### src/rtl/sump_cmd_tx.sv
// sump_cmd_tx: SUMP host-side command serialiser.
// Accepts one opcode (+ 32-bit config word for long commands, opcode[7]=1)
// and shifts it out as UART frames: opcode first, then data LSB byte first.
// Optional build macro SUMP_CMD_TX_PARITY_EN adds an even-parity bit per frame.
module sump_cmd_tx #(
    parameter int FREQ     = 100000000,
    parameter int BAUDRATE = 115200
) (
    input  logic        clk,
    input  logic        rst,
    input  logic        cmd_valid,
    output logic        cmd_ready,
    input  logic [7:0]  cmd_opcode,
    input  logic [31:0] cmd_data,
    output logic        busy,
    output logic        done,
    output logic        uart_tx
);

    localparam int DIV = FREQ / BAUDRATE;
    localparam int CW  = $clog2(DIV);
    localparam logic [CW-1:0] BAUD_LOAD = CW'(DIV - 1);

    typedef enum logic [2:0] {
        IDLE,
        START,
        DATA,
`ifdef SUMP_CMD_TX_PARITY_EN
        PARITY,
`endif
        STOP,
        DONE
    } state_t;

    state_t         state, state_nxt;
    logic [39:0]    shreg;
    logic [CW-1:0]  baud_cnt;
    logic [2:0]     bit_idx;
    logic [2:0]     byte_cnt;   // bytes still to send, including the current one
`ifdef SUMP_CMD_TX_PARITY_EN
    logic           par;        // parity of the byte currently on the line
`endif
    logic           accept;
    logic           tick;

    assign cmd_ready = (state == IDLE) || (state == DONE);
    assign busy      = !cmd_ready;
    assign done      = (state == DONE);
    assign accept    = cmd_valid && cmd_ready;
    assign tick      = (baud_cnt == '0);

    // State register; reset aborts any frame in progress
    always_ff @(posedge clk or posedge rst) begin
        if (rst) state <= IDLE;
        else     state <= state_nxt;
    end

    // Next-state logic and line drive
    always_comb begin
        state_nxt = state;
        uart_tx   = 1'b1;
        case (state)
            IDLE, DONE: state_nxt = accept ? START : IDLE;
            START: begin
                uart_tx = 1'b0;
                if (tick) state_nxt = DATA;
            end
            DATA: begin
                uart_tx = shreg[0];
`ifdef SUMP_CMD_TX_PARITY_EN
                if (tick && bit_idx == 3'd7) state_nxt = PARITY;
`else
                if (tick && bit_idx == 3'd7) state_nxt = STOP;
`endif
            end
`ifdef SUMP_CMD_TX_PARITY_EN
            PARITY: begin
                uart_tx = par;
                if (tick) state_nxt = STOP;
            end
`endif
            STOP: begin
                // Next byte starts with no gap after the stop bit
                if (tick) state_nxt = (byte_cnt != 3'd1) ? START : DONE;
            end
            default: state_nxt = IDLE;
        endcase
    end

    // Datapath: capture on accept, baud countdown, bit/byte bookkeeping
    always_ff @(posedge clk or posedge rst) begin
        if (rst) begin
            shreg    <= '0;
            baud_cnt <= '0;
            bit_idx  <= '0;
            byte_cnt <= '0;
`ifdef SUMP_CMD_TX_PARITY_EN
            par      <= 1'b0;
`endif
        end else if (accept) begin
            shreg    <= {cmd_data, cmd_opcode};
            byte_cnt <= cmd_opcode[7] ? 3'd5 : 3'd1;
            baud_cnt <= BAUD_LOAD;
            bit_idx  <= '0;
`ifdef SUMP_CMD_TX_PARITY_EN
            par      <= ^cmd_opcode;
`endif
        end else begin
            case (state)
                START, STOP
`ifdef SUMP_CMD_TX_PARITY_EN
                , PARITY
`endif
                : begin
                    if (tick) begin
                        baud_cnt <= BAUD_LOAD;
                        bit_idx  <= '0;
                        if (state == STOP) begin
                            byte_cnt <= byte_cnt - 3'd1;
`ifdef SUMP_CMD_TX_PARITY_EN
                            // shreg already advanced by 8: low byte is the next one
                            par      <= ^shreg[7:0];
`endif
                        end
                    end else begin
                        baud_cnt <= baud_cnt - CW'(1);
                    end
                end
                DATA: begin
                    if (tick) begin
                        baud_cnt <= BAUD_LOAD;
                        shreg    <= {1'b0, shreg[39:1]};
                        bit_idx  <= bit_idx + 3'd1;
                    end else begin
                        baud_cnt <= baud_cnt - CW'(1);
                    end
                end
                default: ;
            endcase
        end
    end

endmodule

### config.mk
export PLATFORM = sky130hd
export DESIGN_NAME = sump_cmd_tx
export DESIGN_NICKNAME = d
export VERILOG_FILES = /design/src/rtl/sump_cmd_tx.sv
export SDC_FILE = /design/constraint.sdc
export NUM_CORES = 1
export LEC_CHECK = 0
export ABC_AREA = 1
export ABC_CLOCK_PERIOD_IN_PS = 3450
export BUFFER_PORTS_ARGS = -buffer_cell sky130_fd_sc_hd__buf_4
export CAP_MARGIN = 20
export CORE_MARGIN = 4
export CORE_UTILIZATION = 40
export CTS_BUF_LIST = sky130_fd_sc_hd__clkbuf_8
export DETAILED_ROUTE_END_ITERATION = 8
export GPL_TIMING_DRIVEN = 0
export PLACE_DENSITY = 0.6
export SYNTH_ARGS = -nofsm -noshare
export SYNTH_HDL_FRONTEND = slang
export SYNTH_SLANG_ARGS = --single-unit
### constraint.sdc
create_clock -name clk -period 3.45 [get_ports clk]
set_input_delay 1.035 -clock clk [delete_from_list [all_inputs] [get_ports clk]]
set_output_delay 1.035 -clock clk [all_outputs]
set_load 0.005 [all_outputs]
# Word-level counts from Yosys, hierarchy flattened

Cells that the tools add are included.

ROM bits: 0
Memory bits (writable): 0
Memories: 0
Output and inout port bits: 4
Register bits after elaboration: 59
Latch bits: 0
Input bits: 43
Word-level logic and storage cells: 60

$mul: 0
Reductions and logical operators: 19
Muxes and demuxes: 22
$add $sub $neg: 3
Order comparisons: 0
Bitwise logic cells: 0
Shift-type cells: 0
Divide/modulo/power cells: 0
Equality and inequality tests: 11

Operator list:

| cell                  | number |
|---|---|
| $mux 40               | 3 |
| $mux 3                | 12 |
| $mux 10               | 3 |
| $pmux 3 s4            | 1 |
| $logic_not 10->1      | 1 |
| $reduce_bool 2->1     | 5 |
| $sub 10x1->10 const B | 1 |
| $reduce_and 3->1      | 3 |
| $eq 3x2->1 const B    | 2 |
| $eq 3x3->1 const B    | 2 |
| $ne 2x2->1 const B    | 3 |
| $ne 3x3->1 const B    | 2 |
| $pmux 3 s2            | 1 |
| $reduce_or 2->1       | 2 |
| $add 3x1->3 const B   | 1 |
| $eq 3x1->1 const B    | 1 |
| $logic_not 3->1       | 1 |
| $ne 3x1->1 const B    | 1 |
| $reduce_bool 3->1     | 1 |
| $reduce_or 3->1       | 1 |
| $sub 3x1->3 const B   | 1 |
| $logic_and 1x1->1     | 2 |
| $pmux 1 s2            | 1 |
| $reduce_and 2->1      | 1 |
| 3 further kinds       | 3 |

# Logic depth before layout (Yosys ltp)

Word-level depth: 5
Depth in mapped cells: 10
Depth with buffers taken out: 9

# Worst setup path before layout

OpenSTA, ideal clock, no wires.

Path type: register to output
Start: reg state[0]
End: out uart_tx
Data arrival time: 785 ps
Buffers on the path: 0
Stages on the path, launching flop included: 4
Data required time: 2415 ps
Setup slack: 1630 ps
Cells stage by stage: dfrtp_1 > nor2_4 > nor2_1 > nand3_1

Cells in the longest elaborated chain, start to end: 2
Elaborated cells between the ends (all ways): 3
Classes of those cells: 2 x eq/ne; 1 x mux

RTL lines:

| what                                     | RTL line | RTL |
|---|---|---|
| start, declared                          | 35       | `state_t state, state_nxt;` |
| start signal, assigned                   | 55       | `else state <= state_nxt;` |
| $eq 3x2->1 or $eq 3x1->1 (tied branches) | 62       | `case (state)` |
| $pmux 1 s2 (*)                           | 62       |  |
| end, declared                            | 17       | `output logic uart_tx` |

Every way passes the cells marked *; elsewhere a longest branch is shown, timed or not.

# Worst setup path after layout

Start: reg state[1]
End: out uart_tx

Same word-level chain as after synthesis.

==> flow_summary.toml <==
[outcome]
status = "completed"

[final_layout]
synthToLayoutAreaGrowth_pct = 19.3
layout-drive-gt1-share_pct = 18.8
fillers = 855
antenna_cells = 0
finish.utilization_pct = 49.1
stdcell_count = 637
nNetsFinal = 576

[grt]
busiest_layer = "met2"
met3_usage_pct = 4.03
overflow = 0
met2_usage_pct = 27.8
grt_pass1_wl_mm = 13.4
use_met1_pct = 21.4
antenna_found_initial = 0
grt_usage_pct = 16.5
grt_max_degree = 38
grt_pass1_vias = 2965

[detailed_routing]
wl_per_cell_um = 12.1
vias_per_cell = 4.82
drt-total-wl_mm = 7.71
drc_errors = 0
drtIter0Drc = 166
vias = 3068
ant_nets = 0
first_pass_iters = 4

[floorplan]
fp-row-count = 33
die-area_mm2 = 0.0100
die_h_um = 100
initial_utilization_pct = 41.1
core_area_mm2 = 0.00826
io_pins = 47
die_x_um = 100

[timing]
slew_viol_final = 0
relSlewSlack_pct = 64.9
hold_viol = 0
tightest_slew_ps = 526
fmax_mhz = 433
clock_skew_ps = 10.9
min_period_ps = 2310
holdWs_ps = 472
fin_tns_setup_ps = 0
period_share_pct = 66.9
rsz0062_at_grt = "false"
setup_viol = 0

[clock_tree]
cts_num_sinks = 59
clock_latency_ps = 330
clockBufferDepth = 2
holdBufCountCts = 0
numCtsBuffers = 9
clk_pin_slew_worst_paths_ps = 70
h-tree-depth = 3
cts_tree = "built"
post_cts_buffers = 0
clock-root-buffer = "clkbuf_8"
ctsResizeCount = 0

[worst_setup_path]
crit_fanout = 7
r2r-start = "baud_cnt[0]"
critPathKind = "reg2out"
arrival_ps = 1270
regToRegEndpoint = "shreg[23]"
cp-end-kind = "output pin"
crit_path_start_kind = "flop"
reg2reg_slack_ps = 1790
rr_worst_depth = 10
cp-endpoint = "uart_tx"
cp-startpoint = "state[1]"
required_ps = 2410

[synthesis]
avgSynthCellArea_um2 = 7.23
synth.yosys.seq_area_share_pct = 43.5
yosys_warnings = 0
ys_ff_latch = 59
synth_nets = 518
syn_inst = 470
synth_cell_types = 23
netlist_area_mm2 = 0.00340

[placed_design]
dp.cells = 622
portBuffers = 46
hpwl_mm = 5.53
place_congestion = 0.774

[pwr]
leakage_uw = 0.00238
p_total_uw = 1290
p_per_area_mw_per_mm2 = 317
ir_worst_vdd_v = 0.000204

[min_path]
hold_class = "reg2reg"

[flow_run]
drv_cap = 0
==> cell usage after synthesis <==
| cell type | instances | area, um^2 |
|---|---|---|
| inv_1 | 23 | 86.3 |
| o21ai_1 | 1 | 5.00 |
| nand3_2 | 1 | 10.0 |
| buf_4 | 8 | 60.1 |
| xor2_1 | 1 | 8.76 |
| a21oi_1 | 1 | 5.00 |
| nor2_1 | 22 | 82.6 |
| nand2_4 | 4 | 45.0 |
| xnor2_1 | 1 | 8.76 |
| nand3_1 | 63 | 315 |
| buf_2 | 2 | 10.0 |
| nand4_1 | 5 | 31.3 |
| nand2_8 | 1 | 20.0 |
| nand2_2 | 5 | 31.3 |
| or2_1 | 1 | 6.26 |
| buf_8 | 2 | 30.0 |
| ha_1 | 5 | 62.6 |
| nor2_4 | 3 | 33.8 |
| o21ai_0 | 2 | 10.0 |
| nand2_1 | 247 | 927 |
| dfrtp_1 | 59 | 1480 |
| buf_6 | 11 | 124 |
| inv_2 | 2 | 7.51 |
==> critical path: stages, from the launching register on <==
cell and delay [ps]:
dfrtp_1 500, nor2_4 90, nor2_1 130, nand3_1 90
buf_4 130
==> cell type report <==
type	instances	area, um^2	share of cell area [%]
timing repair buffer	47	365	9.01
tap	105	131	3.24
multi-input combinational	363	1600	39.5
sequential	59	1480	36.4
clock inverter	5	22.5	0.556
inverter	25	93.8	2.31
clock buffer	10	138	3.40
buffer	23	224	5.52
==> state kept, by name, summed over array words and instances, names as in the netlist <==
signal,count
shreg,40
baud_cnt,10
bit_idx,3
byte_cnt,3
state,3
==> placed cells by master (no fill, tap or decap) <==
cell      count
inv_1        24
nand3_2       1
a21oi_1       1
or2_1         1
dfrtp_1      59
ha_1          5
nand2_4       4
nand2_2       5
o21ai_0       2
nor2_1       22
buf_12        1
clkbuf_8     10
buf_2         2
xnor2_1       1
inv_2         3
o21ai_1       1
buf_6        11
nand2_8       1
nand4_1       5
nand3_1      63
nand2_1     247
buf_4        54
nor2_4        3
xor2_1        1
clkinv_2      3
buf_8         2
==> report_power, final <==
part / internal (uW) / switching, uW / total, uW
Combinational: 31.9 / 21.8 / 53.7
Sequential: 692 / 0 / 692
Clock: 267 / 273 / 540
Total: 991 / 295 / 1290
==> worst min-delay path by stage <==
stage	depth (start not counted)	to	slack, ps	startpoint
after detailed placement	2	shreg[27]	460	shreg[27]
after global routing	2	shreg[16]	490	shreg[16]
after global placement	2	shreg[14]	450	shreg[14]
after CTS	2	shreg[4]	480	shreg[4]
after floorplan	2	shreg[10]	440	shreg[10]
final	2	shreg[27]	470	shreg[27]
==> through the flow <==
| step | worst slack [ps] | area (um^2) |
|---|---|---|
| after floorplan | 959 | 3400 |
| after global placement | 9.45 | 3870 |
| after detailed placement | 1470 | 3890 |
| after CTS | 1100 | 4050 |
| after global routing | 1010 | 4050 |
| final | 1140 | 4050 |
==> cells by family after synthesis <==
kind of cell / after synthesis / share of synthesized area [%]
compound gates: 4 / 0.589
xor+xnor: 2 / 0.516
fa+ha+maj: 5 / 1.84
buf+inv: 48 / 9.36
flops: 59 / 43.5
simple gates: 352 / 44.2
==> layer usage <==
layer	vias up	part of all wire, %
li1	1574	-
met5	-	0
met3	2	3.4
met1	1434	47
met2	58	49
met4	0	0.39
Power figures use the tool's default switching activity.
